File: src/rtl/remote_key_pkg.sv
// Shared constants for the IR remote key event buffer.
// Latency: n/a (definitions only).
// Backpressure: n/a.
package remote_key_pkg;

    // Avalon word addresses
    localparam logic [2:0] ADDR_DATA   = 3'd0;
    localparam logic [2:0] ADDR_STATUS = 3'd1;
    localparam logic [2:0] ADDR_CTRL   = 3'd2;

    // DATA register
    localparam int DATA_VALID_BIT = 31;

    // STATUS register ([7:0] holds the FIFO count)
    localparam int STAT_OVF_BIT   = 8;
    localparam int STAT_HELD_BIT  = 9;
    localparam int STAT_EMPTY_BIT = 10;

    // STATUS write command bits
    localparam int CMD_FLUSH_BIT   = 0;
    localparam int CMD_CLR_OVF_BIT = 1;

    // CTRL register
    localparam int CTRL_IRQ_EN_BIT  = 0;
    localparam int CTRL_REP_ACC_BIT = 1;

    // One queued key event
    typedef struct packed {
        logic       rep;
        logic [7:0] code;
    } evt_t;

    localparam int EVT_W = $bits(evt_t);

endpackage

File: src/rtl/remote_key_fifo.sv
// Single-clock FIFO with first-word-fall-through output and synchronous flush.
// Latency: push visible on dout/count one cycle later; pop advances dout next cycle.
// Backpressure: push while full is dropped unless a pop lands in the same cycle; pop while empty ignored.
module remote_key_fifo #(
    parameter int WIDTH = 9,
    parameter int DEPTH = 8
) (
    input  logic                     clk,
    input  logic                     rst,
    input  logic                     push,
    input  logic                     pop,
    input  logic                     flush,
    input  logic [WIDTH-1:0]         din,
    output logic [WIDTH-1:0]         dout,
    output logic [$clog2(DEPTH):0]   count,
    output logic                     full,
    output logic                     empty
);

    localparam int AW = $clog2(DEPTH);
    localparam int CW = AW + 1;

    logic [WIDTH-1:0] mem_q [DEPTH];
    logic [WIDTH-1:0] mem_d [DEPTH];
    logic [AW-1:0]    wr_ptr_q, wr_ptr_d;
    logic [AW-1:0]    rd_ptr_q, rd_ptr_d;
    logic [CW-1:0]    count_q, count_d;
    logic             do_push, do_pop;

    assign empty = (count_q == '0);
    assign full  = (count_q == CW'(DEPTH));
    assign count = count_q;
    assign dout  = mem_q[rd_ptr_q];

    // Pointer/count update; a pop frees the slot a same-cycle push needs, flush overrides both
    always_comb begin
        do_pop   = pop & ~empty;
        do_push  = push & (~full | do_pop);
        mem_d    = mem_q;
        wr_ptr_d = wr_ptr_q;
        rd_ptr_d = rd_ptr_q;
        count_d  = count_q;
        if (flush) begin
            wr_ptr_d = '0;
            rd_ptr_d = '0;
            count_d  = '0;
        end else begin
            if (do_push) begin
                mem_d[wr_ptr_q] = din;
                wr_ptr_d        = wr_ptr_q + AW'(1);
            end
            if (do_pop) begin
                rd_ptr_d = rd_ptr_q + AW'(1);
            end
            count_d = count_q + CW'(do_push) - CW'(do_pop);
        end
    end

    // Control state register
    always_ff @(posedge clk) begin
        if (rst) begin
            wr_ptr_q <= '0;
            rd_ptr_q <= '0;
            count_q  <= '0;
        end else begin
            wr_ptr_q <= wr_ptr_d;
            rd_ptr_q <= rd_ptr_d;
            count_q  <= count_d;
        end
    end

    // Storage needs no reset; only slots behind the pointers are ever read out
    always_ff @(posedge clk) begin
        mem_q <= mem_d;
    end

endmodule

File: src/rtl/remote_key_buf.sv
// IR remote key event buffer: syncs receiver strobes, tracks held key, queues events for Avalon-MM reads.
// Latency: strobe edge to FIFO push 3 sys_clk; avl_readdata 1 cycle after avl_read; irq 1 cycle behind FIFO.
// Backpressure: none upstream; events pushed into a full FIFO are dropped and flagged in sticky overflow.
module remote_key_buf
    import remote_key_pkg::*;
#(
    parameter int FIFO_DEPTH   = 8,
    parameter int HOLD_TIMEOUT = 6_000_000,
    parameter int REPEAT_DIV   = 4
) (
    input  logic        sys_clk,
    input  logic        sys_rst,
    input  logic        rcv_data_en,
    input  logic        rcv_repeat_en,
    input  logic [7:0]  rcv_data,
    input  logic [2:0]  avl_address,
    input  logic        avl_write,
    input  logic [31:0] avl_writedata,
    input  logic        avl_read,
    output logic [31:0] avl_readdata,
    output logic        irq
);

    localparam int CW = $clog2(FIFO_DEPTH) + 1;
    localparam int TW = $clog2(HOLD_TIMEOUT + 1);
    localparam int RW = $clog2(REPEAT_DIV + 1);

    logic [2:0]    dat_sync_q, dat_sync_d;
    logic [2:0]    rep_sync_q, rep_sync_d;
    logic          key_held_q, key_held_d;
    logic [7:0]    last_code_q, last_code_d;
    logic [RW-1:0] rep_cnt_q, rep_cnt_d;
    logic [TW-1:0] tmo_cnt_q, tmo_cnt_d;
    logic          ovf_q, ovf_d;
    logic          irq_en_q, irq_en_d;
    logic          rep_acc_q, rep_acc_d;
    logic [31:0]   rdata_q, rdata_d;
    logic          irq_q, irq_d;

    logic          data_edge, rep_edge;
    logic          push_vld;
    evt_t          push_dat;
    evt_t          fifo_dout;
    logic [CW-1:0] fifo_count;
    logic          fifo_full, fifo_empty;
    logic          pop_vld, flush_vld, clr_ovf;
    logic [31:0]   status_dat;
    logic          unused_wdata;

    assign unused_wdata = ^avl_writedata[31:2];
    assign avl_readdata = rdata_q;
    assign irq          = irq_q;

    // Synchroniser chains; bit 2 is the previous sample used for rising-edge detect
    always_comb begin
        dat_sync_d = {dat_sync_q[1:0], rcv_data_en};
        rep_sync_d = {rep_sync_q[1:0], rcv_repeat_en};
        data_edge  = dat_sync_q[1] & ~dat_sync_q[2];
        rep_edge   = rep_sync_q[1] & ~rep_sync_q[2] & ~data_edge;
    end

    // Key tracker: frames always push, repeats of a held key push every REPEAT_DIV-th one
    always_comb begin
        push_vld    = 1'b0;
        push_dat    = '{rep: 1'b0, code: rcv_data};
        key_held_d  = key_held_q;
        last_code_d = last_code_q;
        rep_cnt_d   = rep_cnt_q;
        tmo_cnt_d   = tmo_cnt_q;
        if (data_edge) begin
            push_vld    = 1'b1;
            last_code_d = rcv_data;
            key_held_d  = 1'b1;
            rep_cnt_d   = '0;
            tmo_cnt_d   = '0;
        end else if (rep_edge && key_held_q) begin
            tmo_cnt_d = '0;
            if (rep_acc_q) begin
                if (rep_cnt_q == RW'(REPEAT_DIV - 1)) begin
                    push_vld  = 1'b1;
                    push_dat  = '{rep: 1'b1, code: last_code_q};
                    rep_cnt_d = '0;
                end else begin
                    rep_cnt_d = rep_cnt_q + RW'(1);
                end
            end
        end else if (key_held_q) begin
            if (tmo_cnt_q == TW'(HOLD_TIMEOUT - 1)) begin
                key_held_d = 1'b0;
                tmo_cnt_d  = '0;
            end else begin
                tmo_cnt_d = tmo_cnt_q + TW'(1);
            end
        end
    end

    // Avalon register file, read mux, overflow flag and irq
    always_comb begin
        pop_vld   = avl_read && (avl_address == ADDR_DATA) && !fifo_empty;
        flush_vld = avl_write && (avl_address == ADDR_STATUS) && avl_writedata[CMD_FLUSH_BIT];
        clr_ovf   = avl_write && (avl_address == ADDR_STATUS) && avl_writedata[CMD_CLR_OVF_BIT];

        status_dat                 = '0;
        status_dat[7:0]            = 8'(fifo_count);
        status_dat[STAT_OVF_BIT]   = ovf_q;
        status_dat[STAT_HELD_BIT]  = key_held_q;
        status_dat[STAT_EMPTY_BIT] = fifo_empty;

        irq_en_d  = irq_en_q;
        rep_acc_d = rep_acc_q;
        if (avl_write && (avl_address == ADDR_CTRL)) begin
            irq_en_d  = avl_writedata[CTRL_IRQ_EN_BIT];
            rep_acc_d = avl_writedata[CTRL_REP_ACC_BIT];
        end

        // A new drop in the same cycle as a clear keeps the flag set
        ovf_d = (ovf_q & ~clr_ovf) | (push_vld & fifo_full & ~pop_vld & ~flush_vld);

        rdata_d = rdata_q;
        if (avl_read) begin
            rdata_d = '0;
            case (avl_address)
                ADDR_DATA: begin
                    if (!fifo_empty) begin
                        rdata_d[DATA_VALID_BIT] = 1'b1;
                        rdata_d[EVT_W-1:0]      = fifo_dout;
                    end
                end
                ADDR_STATUS: rdata_d = status_dat;
                ADDR_CTRL: begin
                    rdata_d[CTRL_IRQ_EN_BIT]  = irq_en_q;
                    rdata_d[CTRL_REP_ACC_BIT] = rep_acc_q;
                end
                default: rdata_d = '0;
            endcase
        end

        irq_d = irq_en_q & ~fifo_empty;
    end

    // State registers; synchronisers reset high so a strobe already high at reset release is not seen as an edge
    always_ff @(posedge sys_clk) begin
        if (sys_rst) begin
            dat_sync_q  <= '1;
            rep_sync_q  <= '1;
            key_held_q  <= 1'b0;
            last_code_q <= '0;
            rep_cnt_q   <= '0;
            tmo_cnt_q   <= '0;
            ovf_q       <= 1'b0;
            irq_en_q    <= 1'b0;
            rep_acc_q   <= 1'b1;
            rdata_q     <= '0;
            irq_q       <= 1'b0;
        end else begin
            dat_sync_q  <= dat_sync_d;
            rep_sync_q  <= rep_sync_d;
            key_held_q  <= key_held_d;
            last_code_q <= last_code_d;
            rep_cnt_q   <= rep_cnt_d;
            tmo_cnt_q   <= tmo_cnt_d;
            ovf_q       <= ovf_d;
            irq_en_q    <= irq_en_d;
            rep_acc_q   <= rep_acc_d;
            rdata_q     <= rdata_d;
            irq_q       <= irq_d;
        end
    end

    remote_key_fifo #(
        .WIDTH (EVT_W),
        .DEPTH (FIFO_DEPTH)
    ) u_fifo (
        .clk   (sys_clk),
        .rst   (sys_rst),
        .push  (push_vld),
        .pop   (pop_vld),
        .flush (flush_vld),
        .din   (push_dat),
        .dout  (fifo_dout),
        .count (fifo_count),
        .full  (fifo_full),
        .empty (fifo_empty)
    );

endmodule

File: config.mk
export PLATFORM = sky130hd
export DESIGN_NAME = remote_key_buf
export DESIGN_NICKNAME = d
export VERILOG_FILES = /design/src/rtl/remote_key_pkg.sv /design/src/rtl/remote_key_fifo.sv /design/src/rtl/remote_key_buf.sv
export SDC_FILE = /design/constraint.sdc
export NUM_CORES = 1
export LEC_CHECK = 0
export ABC_AREA = 1
export BUFFER_PORTS_ARGS = -buffer_cell sky130_fd_sc_hd__buf_2
export CORE_ASPECT_RATIO = 1.75
export CORE_MARGIN = 2
export CORE_UTILIZATION = 30
export CTS_BUF_LIST = sky130_fd_sc_hd__clkbuf_8
export CTS_CLUSTER_SIZE = 40
export DETAILED_ROUTE_END_ITERATION = 16
export GPL_TIMING_DRIVEN = 0
export PLACE_DENSITY = 0.44
export SYNTH_ARGS = -nofsm -noshare
export SYNTH_HDL_FRONTEND = slang
export SYNTH_SLANG_ARGS = --single-unit
File: constraint.sdc
create_clock -name sys_clk -period 6.7 [get_ports sys_clk]
set_clock_uncertainty 0.1 [all_clocks]
set_input_delay 0.67 -clock sys_clk [delete_from_list [all_inputs] [get_ports sys_clk]]
set_output_delay 0.67 -clock sys_clk [all_outputs]
set_load 0.005 [all_outputs]
==> impl_metrics.env, run 1 <==
export IMPL_syn_instance_count=701
export IMPL_cts_buffers=17
export IMPL_outcome="finished, final reports clean"
export IMPL_clock_path_buffers=2
export IMPL_yosys_top_cells_count="nor2_1 (125), nand2_1 (123), edfxtp_1 (72)"
export IMPL_die_h_um=195
export IMPL_initial_core_util_pct=30.3
export IMPL_yosysTopAreaCell="edfxtp_1"
export IMPL_synth_area_per_cell_um2=8.96
export IMPL_tightest_slew_ns=1.18
export IMPL_whs_ns=0.306
export IMPL_synth_top_cell_area_share_pct=34.4
export IMPL_cp_end_kind="flop"
export IMPL_slew_headroom_pct=20.8
export IMPL_rr_startpoint="u_fifo.count[2]"
export IMPL_min_period_over_period_pct=42.8
export IMPL_syn_to_final_growth_pct=16.1
export IMPL_route_vias_total=4864
export IMPL_h_tree_depth=4
export IMPL_die_area_um2=22200
export IMPL_grt_ovfl_total=0
export IMPL_cts_repair_resized=0
export IMPL_fmax_mhz=349
export IMPL_hpwl_um=12600
export IMPL_ant_nets=0
export IMPL_ys_seq_elements=139
export IMPL_grt_usage_pct=16.0
export IMPL_holdCritPathClass="in -> reg"
export IMPL_cts_root_buf="clkbuf_8"
export IMPL_synth_edff_count=72
export IMPL_gp_congestion=0.839
export IMPL_wl_per_cell_um=16.3
export IMPL_drc=0
export IMPL_clk_latency_ns=0.45
export IMPL_postCtsSetupBuffers=0
export IMPL_critPathLaunchType="flop"
export IMPL_synth_ff_type="edfxtp_1"
export IMPL_yosysMostFrequentCell="nor2_1"
export IMPL_ir_drop_mv=0.0952
export IMPL_wirelength_um=17000
export IMPL_fin_setup_tns_ns=0
export IMPL_drv_cap=0
export IMPL_port_buffers=31
export IMPL_rsz0062_at_grt="no"
export IMPL_ys_async_sr_fraction_pct=0
export IMPL_die_x_um=113
export IMPL_ys_warnings_count=0
export IMPL_hp_start="rcv_data_en"
export IMPL_leakage_uw=0.00281
export IMPL_clkSinkCount=139
export IMPL_cts_tree="yes"
export IMPL_hold_viol=0
export IMPL_holdBufCountCts=0
export IMPL_vias_per_cell=4.68
export IMPL_drt_iter0_drc=223
export IMPL_cp_slowest_cell="nor2_1"
export IMPL_min_to="dat_sync_q[0]"
export IMPL_grt_max_degree=18
export IMPL_r2r_cells=9
export IMPL_layout_nets=833
export IMPL_hold_path_depth=2
export IMPL_dp_slack_ns=3.51
export IMPL_crit_type="reg -> reg"
export IMPL_layout_drive_gt1_share_pct=18.9
export IMPL_synthTopCellsByArea="edfxtp_1 (34%), dfxtp_1 (21%), nor2_1 (7.5%)"
export IMPL_cp_required_ns=6.66
export IMPL_fin_cells=1040
export IMPL_fp_row_count=70
export IMPL_period_needed_ns=2.87
export IMPL_syn_area_um2=6280
export IMPL_clkTransAtPathRegs_ns=0.08
export IMPL_antenna_found_initial=1
export IMPL_cpPeakStageDelay_ns=0.92
export IMPL_fin_ws_ns=3.83
export IMPL_ios=82
export IMPL_placed_cells=1007
export IMPL_grt_pass1_wl_um=26600
export IMPL_slew_violations=0
export IMPL_grt_pass1_vias=4914
export IMPL_finalSetupViolCount=0
export IMPL_drtPass1Iterations=7
export IMPL_power_density_nw_per_um2=240
export IMPL_path_cells="inv_1, ha_1, inv_1, nor2_4, nor2_4, nand2_2, nand3_2, nand3_2, nor2_1"
export IMPL_core_region_area_um2=20800
export IMPL_seq_area_frac_synth_pct=55.8
export IMPL_critPathMaxFanout=9
export IMPL_worstPathArrival_ns=2.82
export IMPL_ys_types=36
export IMPL_r2r_setup_slack_ns=3.83
export IMPL_rr_endpoint="u_fifo.mem_q[28]"
sequential cells by signal, indices dropped and copies added, names as in the netlist, 3 cells and up:
signal	count
avl_readdata	12
dat_sync_q	3
rep_sync_q	3
u_fifo.count	4
u_fifo.wr_ptr_q	3
u_fifo.rd_ptr_q	3
last_code_q	8
tmo_cnt_q	23
u_fifo.mem_q	72
rep_cnt_q	3
kinds of logic after synthesis:
family,count (synthesis),synth area share [%]
flip-flops,139,55.8
other,1,0.0597
AND/OR/NAND/NOR,321,22.5
buffers and inverters,99,7.57
adder cells (fa/ha/maj),10,2.11
AO/OA/AOI/OAI,119,10.3
XOR/XNOR,12,1.67
final cells by class:
type	count	area (um^2)
timing repair buffer	35	196
antenna	1	2.50
clock inverter	15	171
tap	252	315
buffer	40	254
fill	2151	13500
sequential	139	3500
inverter	59	221
multi-input combinational	482	2400
clock buffer	17	234
placed cells by master (no fill, tap or decap), types with 4 or more instances in the layout:
master,netlist,layout
dfxtp_1,67,67
clkbuf_8,0,17
nor2_2,4,4
nand3_2,6,6
buf_2,9,40
conb_1,1,20
nor2_1,125,125
clkbuf_1,5,5
inv_2,13,13
nand3_1,25,25
edfxtp_1,72,72
buf_4,24,25
nor3_1,10,6
o21ai_0,57,57
xor2_1,9,9
a21oi_1,37,37
ha_1,9,9
clkinv_2,0,4
nand4_1,6,6
or2_2,7,7
o21ai_1,7,7
nor2_4,7,7
nor3_2,2,6
o211ai_1,14,14
inv_1,45,46
nand2_1,123,123
per-layer routing:
metal,GRT usage [%],share of wire [%],wire length (um),vias up
met3,3.60,4.0,672,32
met4,7.59,3.1,529,0
met1,16.3,37,6290,2285
met5,0,0,0,-
li1,-,-,-,2428
met2,30.3,56,9480,119
worst max-delay path by stage:
stage | from | slack [ns] | endpoint | cells after the start
2_1_floorplan | avl_address[0] | 4.19 | u_fifo.mem_q[0] | 7
3_3_place_gp | avl_address[0] | 2.92 | u_fifo.mem_q[8] | 8
3_5_place_dp | avl_address[0] | 3.51 | u_fifo.mem_q[31] | 8
4_1_cts | u_fifo.count[2] | 3.77 | u_fifo.mem_q[28] | 9
5_1_grt | u_fifo.count[2] | 3.68 | u_fifo.mem_q[28] | 9
6_report | u_fifo.count[2] | 3.83 | u_fifo.mem_q[28] | 9
per-stage QoR:
stage / util, % / power (uW) / area, um^2
after floorplan: - / 1020 / 6350
after global placement: 32.9 / 1070 / 6830
after detailed placement: 33.2 / 1070 / 6890
after CTS: 35.1 / 1770 / 7290
after global routing: 35.1 / 1820 / 7290
final: 35.1 / 1750 / 7290
worst max-delay path, delay by kind of cell (launching register included):
kind | cells | cell delay [ns]
adders and majority gates | 1 | 0.20
buffers and inverters | 2 | 0.19
DFF | 1 | 0.37
and+or+nand+nor | 6 | 1.62
power by group:
part / internal [uW] / total [uW] / switching (uW)
sequential: 906 / 915 / 8.62
clock: 367 / 702 / 335
combinational: 47.4 / 135 / 87.2
Note: power is estimated with default switching activity, not from simulation.
==> run 2: changes to the inputs <==
--- a/config.mk
+++ b/config.mk
@@ -14,7 +14,7 @@
 export CTS_CLUSTER_SIZE = 40
 export DETAILED_ROUTE_END_ITERATION = 16
 export GPL_TIMING_DRIVEN = 0
-export PLACE_DENSITY = 0.44
+export PLACE_DENSITY = 0.46
 export SYNTH_ARGS = -nofsm -noshare
 export SYNTH_HDL_FRONTEND = slang
 export SYNTH_SLANG_ARGS = --single-unit
==> constraint.sdc (replaced) <==
create_clock -name sys_clk -period 2.5 [get_ports sys_clk]
set_clock_uncertainty 0.1 [all_clocks]
set_input_delay 0.25 -clock sys_clk [delete_from_list [all_inputs] [get_ports sys_clk]]
set_output_delay 0.25 -clock sys_clk [all_outputs]
set_load 0.005 [all_outputs]
==> run 2 against run 1 <==
  * Count of clock-buffer cells in the layout increased by 1
  * Cell area grew 3.6%
  * Via count up 0.14%
  * Critical endpoint is now u_fifo.mem_q[67]
  * Largest cell class unchanged
==> impl_metrics.env, run 2 (synthesis gave the netlist of run 1 again) <==
export IMPL_outcome="finished, final reports clean"
export IMPL_layout_commonest_cell="nand2_1"
export IMPL_min_period_over_period_pct=97.7
export IMPL_path_cells="ha_1, inv_1, or2_2, o21ai_4, nand3_2, nor2_2"
export IMPL_drtPass1Iterations=6
export IMPL_cts_buffers=17
export IMPL_cp_end_kind="flop"
export IMPL_slew_headroom_pct=47.4
export IMPL_drc=0
export IMPL_hold_viol=0
export IMPL_hpwl_um=12200
export IMPL_cp_slowest_cell="nor2_2"
export IMPL_fin_ws_ns=0.0585
export IMPL_power_density_nw_per_um2=665
export IMPL_grt_max_degree=18
export IMPL_ant_nets=0
export IMPL_drt_iter0_drc=182
export IMPL_port_buffers=31
export IMPL_critPathLaunchType="flop"
export IMPL_place_area_um2=6890
export IMPL_rsz0062_at_grt="yes"
export IMPL_clkTransAtPathRegs_ns=0.08
export IMPL_grt_pass1_wl_um=25800
export IMPL_initial_core_util_pct=30.3
export IMPL_critPathBufInv=1
export IMPL_cpPeakStageDelay_ns=0.60
export IMPL_power_total_uw=5020
export IMPL_clock_path_buffers=2
export IMPL_finalSetupViolCount=0
export IMPL_crit_family="simple AND/OR/NAND/NOR gates"
export IMPL_fin_setup_tns_ns=0
export IMPL_layout_drive_gt1_share_pct=19.7
export IMPL_clk_latency_ns=0.44
export IMPL_drv_cap=0
export IMPL_grt_ovfl_total=0
export IMPL_antenna_found_initial=0
export IMPL_holdCritPathClass="in -> reg"
export IMPL_wirelength_um=16800
export IMPL_filler_cell_count=2129
export IMPL_period_needed_ns=2.44
export IMPL_diodes=0
export IMPL_syn_to_final_growth_pct=20.2
export IMPL_worstPathArrival_ns=2.41
export IMPL_core_region_area_um2=20800
export IMPL_largest_register="u_fifo.mem_q"
export IMPL_ios=82
export IMPL_cts_tree="yes"
export IMPL_leakage_uw=0.00296
export IMPL_cts_root_buf="clkbuf_8"
export IMPL_design_area_um2=7550
export IMPL_fp_row_count=70
export IMPL_gp_congestion=0.856
export IMPL_fin_util_pct=36.4
export IMPL_ir_drop_mv=0.314
export IMPL_die_x_um=113
export IMPL_layout_nets=850
export IMPL_vias_per_cell=4.61
export IMPL_die_h_um=195
export IMPL_grt_usage_pct=15.7
export IMPL_die_area_um2=22200
export IMPL_crit_type="reg -> reg"
export IMPL_wl_per_cell_um=15.9
export IMPL_final_cell_mix="nand2_1 (123), nor2_1 (121), edfxtp_1 (72)"
export IMPL_dp_slack_ns=-0.387
export IMPL_tightest_slew_ns=0.789
export IMPL_clkSinkCount=139
export IMPL_slew_violations=0
export IMPL_grt_pass1_vias=4829
export IMPL_h_tree_depth=4
export IMPL_cp_required_ns=2.47
export IMPL_largest_reg_flops=72
export IMPL_critPathMaxFanout=9
export IMPL_fmax_mhz=410
export IMPL_route_vias_total=4871
run 2: final cells by class:
type                       count  area [um^2]  area share (%)
clock buffer                  18          248            3.28
inverter                      59          221            2.93
sequential                   139         3500            46.4
tap                          252          315            4.17
timing repair buffer          52          355            4.70
clock inverter                14          228            3.01
buffer                        40          254            3.36
multi-input combinational    482         2430            32.2
run 2: worst paths after layout:
kind / startpoint / endpoint / slack, ns / depth (start not counted)
worst max-delay path: rep_cnt_q[0] / u_fifo.mem_q[67] / 0.06 / 6
worst min-delay path: sys_rst / rep_sync_q[1] / 0.01 / 2
worst max register to register: rep_cnt_q[0] / u_fifo.mem_q[67] / 0.06 / 6
worst min register to register: dat_sync_q[0] / dat_sync_q[1] / 0.31 / 1
run 2: where the power goes:
part / switching, uW / internal (uW) / leakage [uW]
combinational: 246 / 160 / 0.00154
sequential: 19.9 / 2430 / 0.00118
clock: 861 / 1310 / 0.000245
run 2: what timing repair did:
item,4_1_cts,5_1_grt
pin swaps,2,2
resized for setup,7,1
endpoints found under the setup margin,43,53
hold buffers,11,0
hold endpoints to repair,11,0
setup buffers,3,3
gates cloned,0,0
run 2: metal layers:
| metal | GRT usage (%) | up-vias | routed length, um |
|---|---|---|---|
| met4 | 9.89 | 0 | 920 |
| met5 | 0 | - | 0 |
| li1 | - | 2464 | - |
| met1 | 14.7 | 2250 | 6020 |
| met3 | 3.17 | 48 | 509 |
| met2 | 30.1 | 109 | 9380 |
run 2: worst reg2reg max path, stage by stage, from the launching register on:
cell and delay [ns]:
dfxtp_1 0.36, ha_1 0.16, inv_1 0.05, or2_2 0.33, o21ai_4 0.25, nand3_2 0.21
nor2_2 0.60
run 2: metrics by stage:
stage | instances | hold WS [ns]
after floorplan | 720 | 0.254
after global placement | 1003 | 0.295
after detailed placement | 1007 | 0.298
after CTS | 1053 | 0.00167
after global routing | 1056 | 0.00775
final | 1056 | 0.0116
